`src/rtl/addr_reg_ctrl_pkg.sv`:
```
// Shared types and constants for the address register stage and the
// address-source mux / control unit that drive it.
package addr_reg_ctrl_pkg;

  localparam int ADDR_W_DEF = 16;
  localparam int DATA_W_DEF = 16;
  localparam int RD_LAT_DEF = 2;

  typedef enum logic [1:0] {
    ST_IDLE   = 2'd0,
    ST_ACCESS = 2'd1,
    ST_WAIT   = 2'd2,
    ST_DONE   = 2'd3
  } state_t;

  // Address-source mux selects; shared so the control unit drives mux and AR consistently
  typedef enum logic [1:0] {
    MUX_INC  = 2'd0,
    MUX_JUMP = 2'd1,
    MUX_MAP  = 2'd2
  } addr_sel_t;

endpackage

```
`src/rtl/addr_reg_ctrl_lat_counter.sv`:
```
// Loadable down-counter for RAM read latency; term flags the last wait cycle.
module lat_counter #(
  parameter int MAX_CNT = 2,
  parameter int CNT_W   = $clog2(MAX_CNT + 1)
) (
  input  logic             clk,
  input  logic             rst_n,
  input  logic             load,
  input  logic [CNT_W-1:0] load_val,
  input  logic             dec,
  output logic [CNT_W-1:0] cnt,
  output logic             term
);

  always_ff @(posedge clk or negedge rst_n) begin
    if (!rst_n)                    cnt <= '0;
    else if (load)                 cnt <= load_val;
    else if (dec && cnt != '0)     cnt <= cnt - CNT_W'(1);
  end

  assign term = (cnt == CNT_W'(1));

endmodule

```
`src/rtl/addr_reg_ctrl.sv`:
```
// Address register stage: AR load/increment, single RAM access sequencer, data register.
// Build option ADDR_REG_AUTO_INC_EN: AR steps by one after every completed access.
module addr_reg_ctrl
  import addr_reg_ctrl_pkg::*;
#(
  parameter int ADDR_W = ADDR_W_DEF,
  parameter int DATA_W = DATA_W_DEF,
  parameter int RD_LAT = RD_LAT_DEF
) (
  input  logic              clk,
  input  logic              rst_n,
  input  logic [ADDR_W-1:0] reg_in,
  input  logic              ld,
  input  logic              inc,
  input  logic              mem_req,
  input  logic              mem_we,
  input  logic [DATA_W-1:0] wdata,
  input  logic [DATA_W-1:0] ram_rdata,
  output logic [ADDR_W-1:0] ar_out,
  output logic [ADDR_W-1:0] inc_addr,
  output logic              ram_en,
  output logic              ram_we,
  output logic [DATA_W-1:0] ram_wdata,
  output logic [DATA_W-1:0] dr_out,
  output logic              busy,
  output logic              done
);

  localparam int CNT_W = $clog2(RD_LAT + 1);

  state_t            state_q, state_d;
  logic [ADDR_W-1:0] ar_q;
  logic [DATA_W-1:0] dr_q, wdata_q;
  logic              we_q;
  logic              en_q, we_pulse_q, done_q;
  logic              req_acc;
  logic              cnt_load, cnt_dec, cnt_term;
  logic [CNT_W-1:0]  cnt;

  assign req_acc  = (state_q == ST_IDLE) && mem_req;
  assign inc_addr = ar_q + ADDR_W'(1);
  assign busy     = (state_q != ST_IDLE);

  always_ff @(posedge clk or negedge rst_n) begin
    if (!rst_n) state_q <= ST_IDLE;
    else        state_q <= state_d;
  end

  always_comb begin
    state_d  = state_q;
    cnt_load = 1'b0;
    cnt_dec  = 1'b0;
    case (state_q)
      ST_IDLE:   if (mem_req) state_d = ST_ACCESS;
      ST_ACCESS: begin
        if (we_q || RD_LAT == 1) state_d = ST_DONE;
        else begin
          state_d  = ST_WAIT;
          cnt_load = 1'b1;
        end
      end
      ST_WAIT: begin
        cnt_dec = 1'b1;
        if (cnt_term) state_d = ST_DONE;
      end
      ST_DONE:   state_d = ST_IDLE;
      default:   state_d = ST_IDLE;
    endcase
  end

  lat_counter #(
    .MAX_CNT (RD_LAT),
    .CNT_W   (CNT_W)
  ) u_lat_counter (
    .clk      (clk),
    .rst_n    (rst_n),
    .load     (cnt_load),
    .load_val (CNT_W'(RD_LAT - 1)),
    .dec      (cnt_dec),
    .cnt      (cnt),
    .term     (cnt_term)
  );

  // AR moves only in IDLE, so an access issued alongside ld/inc sees the new value
  always_ff @(posedge clk or negedge rst_n) begin
    if (!rst_n) ar_q <= '0;
    else if (state_q == ST_IDLE) begin
      if (ld)       ar_q <= reg_in;
      else if (inc) ar_q <= inc_addr;
    end
`ifdef ADDR_REG_AUTO_INC_EN
    else if (state_q == ST_DONE) ar_q <= inc_addr;
`endif
  end

  always_ff @(posedge clk or negedge rst_n) begin
    if (!rst_n) begin
      we_q    <= 1'b0;
      wdata_q <= '0;
    end else if (req_acc) begin
      we_q    <= mem_we;
      wdata_q <= wdata;
    end
  end

  // Strobes are registered off the next state so they line up exactly with ACCESS/DONE
  always_ff @(posedge clk or negedge rst_n) begin
    if (!rst_n) begin
      en_q       <= 1'b0;
      we_pulse_q <= 1'b0;
      done_q     <= 1'b0;
    end else begin
      en_q       <= (state_d == ST_ACCESS);
      we_pulse_q <= (state_d == ST_ACCESS) && mem_we;
      done_q     <= (state_d == ST_DONE);
    end
  end

  always_ff @(posedge clk or negedge rst_n) begin
    if (!rst_n)                              dr_q <= '0;
    else if (state_d == ST_DONE && !we_q)    dr_q <= ram_rdata;
  end

  assign ar_out    = ar_q;
  assign ram_en    = en_q;
  assign ram_we    = we_pulse_q;
  assign ram_wdata = wdata_q;
  assign dr_out    = dr_q;
  assign done      = done_q;

endmodule

```
`config.mk`:
```
export PLATFORM = sky130hd
export DESIGN_NAME = addr_reg_ctrl
export DESIGN_NICKNAME = d
export VERILOG_FILES = /design/src/rtl/addr_reg_ctrl_pkg.sv /design/src/rtl/addr_reg_ctrl_lat_counter.sv /design/src/rtl/addr_reg_ctrl.sv
export SDC_FILE = /design/constraint.sdc
export NUM_CORES = 1
export LEC_CHECK = 0
export ABC_AREA = 1
export BUFFER_PORTS_ARGS = -buffer_cell sky130_fd_sc_hd__buf_2
export CAP_MARGIN = 20
export CORE_ASPECT_RATIO = 1.5
export CORE_MARGIN = 4
export CORE_UTILIZATION = 51
export DETAILED_ROUTE_END_ITERATION = 10
export GPL_TIMING_DRIVEN = 0
export PLACE_DENSITY = 0.85
export SLEW_MARGIN = 20
export SYNTH_ARGS = -nofsm -noshare
export SYNTH_HDL_FRONTEND = slang
export SYNTH_SLANG_ARGS = --single-unit
```
`constraint.sdc`:
```
create_clock -name clk -period 2.86 [get_ports clk]
set_input_delay 0.286 -clock clk [delete_from_list [all_inputs] [get_ports clk]]
set_output_delay 0.286 -clock clk [all_outputs]
set_load 0.01 [all_outputs]
```
==> run metrics <==
Worst-path clk slew=between 0.1 and 0.15 ns; Synth-to-Final Area Change=28.4%; Final #Nets=516; Avg Cell Area, Syn=8.40 sq um; gr usage total=21.3%; core area=around 0.0052 sq mm; fin crit share=73.4%; hold bufs inserted after CTS=0; worst hold margin=roughly 0.0022 ns; Critical Path End Type=output pin; share of cells above drive strength 1=a little over a third; min cycle time layout=2.10 ns; top-count cell post-synth=nand2_1; area leader, netlist=dfrtp_1; Setup WS pre-CTS=1.12 ns; Chip Width=between 60 and 70 um; critical path fanouts, max=5; status=complete, no violations; remaining antenna violation count=0; gr ovfl total=0; TritonCTS Sinks=56; Peak Freq=476 MHz; Total Wirelength=6760 um; clk root buf=clkbuf_8; Layout Skew=around 0.012 ns; drt initial violations=123; type of the worst setup path=register to output pin; Reg2Reg Setup Slack=1.18 ns; Worst Setup Start Kind=register; IO Port Bufs=120; Synth top area share=50.7%; Final Max Slew Viols=0; FP Rows=32; Fill cells=450; synth top area cells=dfrtp_1, nand2_1, mux2_2, nor2_1, inv_1; maximum vdd drop=0.000596 V; post-CTS setup buffers=0; DR WL/cell=12.9 um; initial antenna violation count=0; Multi-input gate area=0.00119 sq mm; antenna fix cells=0; Async SR Flop Fraction=between 90% and 100%; final worst slack=~0.76 ns; RSZ-0062 raised after global routing=false; H-tree Lvls=2; Critical Path RT=2.57 ns; Distinct cells, synth=25; Synth warnings=0; Ports=122; DP Wirelength=5370 um; Mapped Area=0.00276 sq mm; Synth Register Bits=56; vias in the first global route=2599; sequential area share after synthesis=50.7%; Max-Cap Viols=0; post-layout util=68.2%; Clock Path Buffers=2; Cells after Synth=329; Die Y=98.1 um; Initial Util=approximately 53%; Sequential cell area=0.00140 sq mm; largest net degree at the start of global routing=57; final hold vios=0; Syn Nets=389; first-pass GRT wire length=11200 um; Rel. slew slack=53.8%; DRT Pass-1 Iters=4; cts repair resizes=0; EDFF count, synth=0; final setup fails=0; PD cells=between 1000 and 1500 mW/mm^2; Critical Path AT=around 1.8 ns; slew at the pin closest to its max-slew limit=0.693 ns; gpl congestion=0.792; Synth Flop Type=dfrtp_1; Commonest cells post-synth=nand2_1, dfrtp_1, nor2_1, inv_1, mux2_2; Leak=2.01 nW; DRC violations left=0; via count=2572; Setup TNS=0 ns; die area=about 0.0067 sq mm; Worst-Skew Late Latency=roughly 0.31 ns; CTS tree=yes; Worst Hold Class=input pin to async pin; R2R cell count=5; DR vias/cell=4.90; TritonCTS Buffers=5
## flip-flops by register name, summed over array words and instances (netlist names)
name               flops
ar_out                16
dr_out                16
ram_wdata             16
state_q                2
u_lat_counter.cnt      2
done                   1
ram_en                 1
ram_we                 1
we_q                   1
## report_power, final
part	total [mW]	switching, mW	internal, mW
Clock	0.464	0.279	0.186
Combinational	2.14	1.25	0.893
Sequential	1.49	0.298	1.19
Total	4.09	1.83	2.27
## worst max-delay path: stages (launching register included)
cell	delay, ns
dfrtp_1	0.42
ha_1	0.22
nand3_1	0.17
inv_1	0.12
nand2_1	0.12
o21ai_0	0.23
nand2_1	0.09
buf_2	0.14
## layout by cell type (no fill, tap or decap), types with 8 or more instances in the layout
cell type,netlist,final
a21oi_1,8,8
buf_2,6,125
dfrtp_1,56,56
inv_1,31,31
mux2_2,16,16
nand2_1,116,116
nand3_1,13,13
nor2_1,39,39
o21ai_0,10,10
## cells by family after synthesis
kind of cell / share of synthesized area [%]
AO/OA/AOI/OAI: 5.16
adder cells (fa/ha/maj): 2.72
AND/OR/NAND/NOR: 26.4
multiplexers: 6.52
XOR/XNOR: 2.22
flip-flops: 50.7
buffers and inverters: 6.25
## layout make-up
| class | count | share of cell area (%) |
|---|---|---|
| inverter | 31 | 3.28 |
| tap | 68 | 2.40 |
| clock inverter | 3 | 0.811 |
| buffer | 9 | 1.59 |
| clock buffer | 5 | 1.94 |
| multi-input combinational | 233 | 33.5 |
| sequential | 56 | 39.5 |
| timing repair buffer | 120 | 17.0 |
## final timing paths
check,from,to
setup / recovery,ar_out[0],inc_addr[12]
hold / removal,rst_n,ram_wdata[0]
setup reg to reg,state_q[0],ram_wdata[13]
hold reg to reg,dr_out[3],dr_out[3]
max in group asynchronous,rst_n,ram_we
min in group clk,ram_rdata[5],dr_out[5]
## routing by layer
metal / vias up / GRT usage, % / wire, um
met1: 1183 / 24.7 / 2630
met4: 0 / 6.89 / 78
met2: 103 / 36.6 / 3460
met3: 9 / 6.21 / 591
li1: 1277 / - / -
met5: - / 0 / 0
## per-stage QoR
stage,instance area (sq um),std cells,power (mW)
after CTS,3550,525,4.14
after floorplan,2760,329,2.84
final,3550,525,4.09
after global routing,3550,525,4.47
after global placement,3450,517,3.58
after detailed placement,3450,517,3.67
Note: power is estimated with default switching activity, not from simulation.
